`src/rtl/flex_counter_multi.sv`:
```
// Bank of NUM_CH independent wrap-around counters with per-channel direction,
// load and clear, plus an optional cascade where each stage advances on the previous stage's wrap.
module flex_counter_multi #(
  parameter int NUM_CNT_BITS = 4,
  parameter int NUM_CH       = 2,
  parameter bit CASCADE      = 1'b0
) (
  input  logic                           clk,
  input  logic                           rst,
  input  logic [NUM_CH-1:0]              clear,
  input  logic [NUM_CH-1:0]              count_enable,
  input  logic [NUM_CH-1:0]              count_down,
  input  logic [NUM_CH-1:0]              load,
  input  logic [NUM_CH*NUM_CNT_BITS-1:0] load_val,
  input  logic [NUM_CH*NUM_CNT_BITS-1:0] rollover_val,
  output logic [NUM_CH*NUM_CNT_BITS-1:0] count_out,
  output logic [NUM_CH-1:0]              rollover_flag,
  output logic [NUM_CH-1:0]              rollover_pulse
);
  localparam int W = NUM_CNT_BITS;
  typedef logic [W-1:0] cnt_t;

  cnt_t [NUM_CH-1:0] cnt_q, cnt_d;
  logic [NUM_CH-1:0] flag_q, flag_d, pulse_q, pulse_d;

  always_comb begin
    logic carry, en, wrap_i;
    cnt_t r, t, c, lv, stepped;
    // NOTE: every variable gets a default before any branch so no latch is inferred.
    carry   = 1'b0;
    en      = 1'b0;
    wrap_i  = 1'b0;
    r       = '0;
    t       = '0;
    c       = '0;
    lv      = '0;
    stepped = '0;
    cnt_d   = cnt_q;
    flag_d  = '0;
    pulse_d = '0;
    for (int i = 0; i < NUM_CH; i++) begin
      r  = rollover_val[i*W +: W];
      lv = load_val[i*W +: W];
      c  = cnt_q[i];
      t  = count_down[i] ? cnt_t'(1) : r;
      // carry holds the previous stage's wrap, so a whole chain can step in one cycle.
      en = count_enable[i] & ((i == 0) | !CASCADE | carry);

      if (r == '0)
        stepped = '0;
      else if (count_down[i])
        stepped = (c <= cnt_t'(1) || c > r) ? r : c - cnt_t'(1);
      else
        stepped = (c >= r) ? cnt_t'(1) : c + cnt_t'(1);

      wrap_i = en & (r != '0) & (c == t) & !clear[i] & !load[i];

      if (clear[i]) begin
        cnt_d[i]  = '0;
        flag_d[i] = 1'b0;
      end else if (load[i]) begin
        cnt_d[i]  = lv;
        flag_d[i] = (lv == t) && (r != '0);
      end else if (en) begin
        cnt_d[i]  = stepped;
        flag_d[i] = (stepped == t) && (r != '0);
      end else begin
        cnt_d[i]  = c;
        flag_d[i] = (c == t) && (r != '0);
      end
      pulse_d[i] = wrap_i;
      carry      = wrap_i;
    end
  end

  // NOTE: state registers use non-blocking assignments so all channels update together.
  always_ff @(posedge clk) begin
    if (rst) begin
      cnt_q   <= '0;
      flag_q  <= '0;
      pulse_q <= '0;
    end else begin
      cnt_q   <= cnt_d;
      flag_q  <= flag_d;
      pulse_q <= pulse_d;
    end
  end

  assign count_out      = cnt_q;
  assign rollover_flag  = flag_q;
  assign rollover_pulse = pulse_q;
endmodule

```
`config.mk`:
```
export PLATFORM = sky130hd
export DESIGN_NAME = flex_counter_multi
export DESIGN_NICKNAME = d
export VERILOG_FILES = /design/src/rtl/flex_counter_multi.sv
export SDC_FILE = /design/constraint.sdc
export NUM_CORES = 1
export LEC_CHECK = 0
export CORE_UTILIZATION = 50
export CTS_BUF_LIST = sky130_fd_sc_hd__clkbuf_8
export DETAILED_ROUTE_END_ITERATION = 8
export GPL_TIMING_DRIVEN = 0
export PLACE_DENSITY = 0.76
export SYNTH_ARGS = -nofsm -noshare
export SYNTH_HDL_FRONTEND = slang
export SYNTH_SLANG_ARGS = --single-unit
```
`constraint.sdc`:
```
create_clock -name clk -period 3 [get_ports clk]
set_input_delay 0.3 -clock clk [delete_from_list [all_inputs] [get_ports clk]]
set_output_delay 0.3 -clock clk [all_outputs]
set_load 0.005 [all_outputs]
```
## Word level (Yosys, flattened, before mapping)

Index checks and enable logic that the tools add are counted.

- Register bits: 12
- Bits in latches: 0
- Bits in writable memories: 0
- ROM bits: 0
- Output and inout port bits: 12
- Logic and storage cells: 67
- Memories: 0

- $add $sub $neg: 4
- Multiply operators: 0
- Div/mod/pow operators: 0
- Order comparisons: 6
- Equal/unequal tests: 6
- Shift operators: 0
- Mux-type cells: 18
- Bitwise gates (word level): 8
- Reductions and logical operators: 20

Operators with widths:

| operator | number |
|---|---|
| 4-bit 2-to-1 mux | 14 |
| 4-bit equality test | 6 |
| 4-bit by 1-bit adder with 4-bit output, second input constant | 2 |
| 1-bit AND | 8 |
| 4-bit >= comparator | 2 |
| 4-bit > comparator | 2 |
| 4-bit by 1-bit <= comparator with 1-bit output, second input constant | 2 |
| 4-bit logical NOT | 2 |
| 4-bit nonzero test | 2 |
| 4-bit by 1-bit subtractor with 4-bit output, second input constant | 2 |
| 1-bit logical AND | 6 |
| 1-bit logical NOT | 4 |
| 1-bit 2-to-1 mux | 4 |
| 2-bit nonzero test | 2 |
| 2-bit OR reduction | 2 |
| 1-bit logical OR | 2 |

## Depth between registers and ports, before layout

- Depth after elaboration: 9
- Depth in mapped cells: 11
- Gate-level depth less buffers: 9

## Worst setup path before layout

No wires, ideal clock.

- Path kind: in2reg
- Start: input port rollover_val[3]
- End: register flag_q[0], in the netlist rollover_flag[0]
- Setup time: 0.120 ns
- Arrival time: 2.363 ns
- Setup slack: 0.517 ns
- Cell stages on the path: 10
- Path through: clkbuf_1 -> inv_1 -> ha_1 -> a21o_1 -> o21bai_1 -> nor3b_1 -> mux2i_1 -> a32oi_1 -> nor3_1 -> o31a_1

- Word-level cells in the longest chain between the ends: 9
- Elaborated cells between the ends (all ways): 18
- Those cells by class: order compare: 2; eq/ne: 3; mux: 7; reduce/logical: 6

RTL lines:

| item | line | text |
|---|---|---|
| start: declaration | 15 | `input logic [NUM_CH*NUM_CNT_BITS-1:0] rollover_val,` |
| 4-bit > comparator | 52 | `stepped = (c <= cnt_t'(1) \|\| c > r) ? r : c - cnt_t'(1);` |
| 1-bit logical OR | 52 |  |
| 4-bit 2-to-1 mux | 52 |  |
| 4-bit 2-to-1 mux | 51 | `else if (count_down[i])` |
| 4-bit 2-to-1 mux | 49 | `if (r == '0)` |
| 4-bit equality test | 66 | `flag_d[i] = (stepped == t) && (r != '0);` |
| 1-bit logical AND | 66 |  |
| 1-bit 2-to-1 mux | 64 | `end else if (en) begin` |
| 1-bit 2-to-1 mux * | 61 | `end else if (load[i]) begin` |
| end signal: assignment | 84 | `flag_q <= flag_d;` |
| end: declaration | 24 | `logic [NUM_CH-1:0] flag_q, flag_d, pulse_q, pulse_d;` |

Every way passes the cells marked *; elsewhere a longest branch is shown, timed or not.
A chain may end at the register's enable or synchronous reset.

## Worst setup path after layout

- Start: register cnt_q (netlist bit count_out[0])
- End: register flag_q[0], in the netlist rollover_flag[0]

- Word-level cells in the longest chain between the ends: 9
- Elaborated cells between the ends (all ways): 16
- Those cells by class: add/sub: 2; order compare: 3; eq/ne: 2; mux: 6; reduce/logical: 3

RTL lines:

| item | line | text |
|---|---|---|
| start: declaration | 23 | `cnt_t [NUM_CH-1:0] cnt_q, cnt_d;` |
| start signal: assignment | 83 | `cnt_q <= cnt_d;` |
| 4-bit by 1-bit <= comparator with 1-bit output or 4-bit > comparator (tied branches) | 52 |  |
| 1-bit logical OR | 52 |  |
| 4-bit 2-to-1 mux | 52 |  |
| 4-bit 2-to-1 mux | 51 |  |
| 4-bit 2-to-1 mux | 49 |  |
| 4-bit equality test | 66 |  |
| 1-bit logical AND | 66 |  |
| 1-bit 2-to-1 mux * | 64 |  |
| 1-bit 2-to-1 mux * | 61 |  |

Marked as above.

==> results.yml <==
route:
  vias: 2227
  wl_met2_mm: 2.33
  vias_per_cell: 6.36
  wl_met3_um: 504
  drt_iter0_markers: 218
  drt-total-wl_mm: 5.63
  drc: 0
  wl_per_cell_um: 16.1
  route.antenna.remaining_nets: 0
  met1_length_mm: 2.79
  first_pass_iters: 4
  maxUsedRoutingLayer: "met4"
grt:
  grt_pass1_vias: 1963
  grt_max_degree: 11
  track_usage_pct: 28.2
  antenna_found_initial: 0
  grt_pass1_wl_mm: 9.37
  grt-ovfl-total: 0
clock_network:
  cts_resized: 1
  clock_sinks: 12
  clk_path_buf_depth: 2
  cts_hold_buf: 0
  clockRootBuffer: "clkbuf_8"
  htree_levels: 1
  clock_latency_ps: 240
  cts_tree: "yes"
  path_clk_slew_ps: 60
  cts_buffers: 3
  cts_setup_buffers: 0
pwr:
  p_total_w: 0.000685
  power_density_nw_per_um2: 286
  peakVddDrop_mv: 0.285
  leakagePower_nw: 0.867
timing:
  max_slew_margin_pct: 59.7
  max_freq_mhz: 352
  setup_violations: 0
  hold_viol_final: 0
  finalCritPeriodShare_pct: 94.6
  slew_viol_final: 0
  tightest_slew_ps: 603
  finClkSkew_ps: 2.49
  whs_ps: 460
  layout_setup_ws_ps: 162
  rsz0062_at_grt: "no"
  min_period_ps: 2840
hold_path:
  min_path_type: "input pin to register"
  min-delay-start: "count_enable[1]"
  whs_path_depth: 3
  min_to: "rollover_pulse[1]"
logic_synthesis:
  avgSynthCellArea_sq_um: 7.36
  synthesis.nets: 308
  yosysTopAreaCellShare_pct: 12.2
  yosysWarnings: 0
  synth-seq-area-share_pct: 12.2
  synth_edf_count: 0
  synthesis.area_sq_um: 1970
  synthTopCellsByArea: "dfxtp_1 (12%), ha_1 (8.9%), a21oi_1 (5.3%)"
  syn_inst: 268
  synth.largest_area_cell: "dfxtp_1"
  ys_types: 60
  async_flop_share_pct: 0
  ys.flop_type: "dfxtp_1"
  ys_seq_elements: 12
die:
  design.die.area_sq_um: 4200
  coreArea_sq_um: 3720
  ios: 38
  die_height_um: 64.8
  start_util_pct: 53.1
  dieWidth_um: 64.8
  rows: 22
placed_design:
  place.gp.congestion: 0.951
  io_buffers: 30
  dp.cells: 346
  place_hpwl_mm: 4.31
  post_dp_cell_area_sq_um: 2330
  pre_cts_ws_ps: -6.55
worst_setup_path:
  cp-end-kind: "register"
  r2r-start: "count_out[0]"
  path_delay_family: "compound AO/OA/AOI/OAI gates"
  slowest_stage: "o21bai_1"
  path_depth: 10
  rr_endpoint: "rollover_flag[0]"
  criticalPathCategory: "register to register"
  crit_arrival_ps: 2970
  r2r_slack_ps: 160
  crit_chain: "clkbuf_2 -> inv_1 -> ha_1 -> nor3b_1 -> o21bai_1 -> nor3_1 -> o21bai_1 -> a32oi_1 -> nor3_1 -> o31a_1"
  cp-start-kind: "register"
  required_ps: 3140
  critPathMaxStageDelay_ps: 500
  rr_worst_depth: 10
  cp_num_buf_inv: 2
  cp_max_fo: 10
layout:
  drive_above_1_share_pct: 10.3
  final_area_sq_um: 2390
  stdcell_count: 350
  layout.nets: 343
  n_antenna_cell: 0
  n_fill_cell: 368
  synthToLayoutAreaGrowth_pct: 21.4
  final_common_cell: "clkdlybuf4s50_1"
  mostFrequentLayoutCells: "clkdlybuf4s50_1 (30), a21oi_1 (21), nor2_1 (19)"
flow_run:
  drv_cap: 0
status:
  outcome: "finished, final reports clean"
==> area by class of cell <==
| class | instances | area [sq um] | area share, % |
|---|---|---|---|
| plain buffers | 25 | 151 | 6.32 |
| inverters | 18 | 67.6 | 2.82 |
| repair buffers | 30 | 300 | 12.5 |
| well taps | 48 | 60.1 | 2.51 |
| flip-flops and latches | 12 | 240 | 10.0 |
| multi-input cells | 213 | 1520 | 63.5 |
| clock buffers | 4 | 55.1 | 2.30 |
==> per-stage QoR <==
step	setup TNS, ps	utilization, %
after floorplan	0	-
after global placement	0	62.8
after detailed placement	-6.55	62.8
after CTS	0	64.3
after global routing	0	64.4
final	0	64.4
==> worst max-delay path by stage <==
stage               startpoint               end  slack, ps
3_5_place_dp      count_out[0]  rollover_flag[0]         -7
3_3_place_gp      count_out[0]  rollover_flag[0]         10
4_1_cts           count_out[0]  rollover_flag[0]        170
6_report          count_out[0]  rollover_flag[0]        160
2_1_floorplan  rollover_val[3]  rollover_flag[0]        520
5_1_grt           count_out[4]  rollover_flag[1]         20
==> Yosys cell counts (2+ instances only) <==
library cell   n
dfxtp_1       12
or2_2          2
clkbuf_1       9
a21oi_1       21
mux2i_1        4
nand3_1        5
nor2b_1        4
a31oi_1        8
o21a_1         4
o211ai_1       5
nor2_1        19
xnor2_1       11
a211oi_1       5
nor4_1         5
buf_4          6
and4_1         2
buf_2          4
o22ai_1        3
nor3b_1        4
a221oi_1       3
a21o_1         2
o32ai_1        9
o21ai_0        9
nand2_1       14
or3_1          5
o31ai_1        2
nor3_1        14
xor2_1         5
a41oi_1        3
o21bai_1       2
ha_1          14
inv_1         18
nor4_4         2
nand4_1        4
buf_6          3
o31a_1         2
==> cell families (layout without fill, tap and decap cells) <==
| family | after synthesis | in the layout | share of synthesized area (%) |
|---|---|---|---|
| buffers and inverters | 43 | 77 | 11.0 |
| adder cells (fa/ha/maj) | 14 | 14 | 8.88 |
| flip-flops | 12 | 12 | 12.2 |
| AND/OR/NAND/NOR | 87 | 87 | 25.2 |
| XOR/XNOR | 16 | 16 | 7.10 |
| multiplexers | 5 | 5 | 2.60 |
| AO/OA/AOI/OAI | 91 | 91 | 33.0 |
==> sequential cells by signal, indices dropped and copies added, names as in the netlist <==
signal	cells
count_out	8
rollover_flag	2
rollover_pulse	2
==> worst reg2reg max path: cells and delay by family (launching register included) <==
kind | cells | cell delay, ps
DFF | 1 | 440
adders and majority gates | 1 | 330
AOI/OAI and AO/OA | 4 | 1190
and+or+nand+nor | 3 | 320
buffers and inverters | 2 | 450
==> power breakdown <==
part	internal, W	switching, W	total (W)
clock network	0.000116	0.0000678	0.000184
registers	0.000166	0.00000784	0.000174
logic	0.000147	0.000179	0.000327
==> metal layers <==
| layer | GRT usage [%] | vias to the layer above |
|---|---|---|
| met2 | 41.4 | 111 |
| li1 | - | 1087 |
| met3 | 5.63 | 2 |
| met5 | 0 | - |
| met1 | 43.0 | 1027 |
| met4 | 1.94 | 0 |
Power figures use the tool's default switching activity.
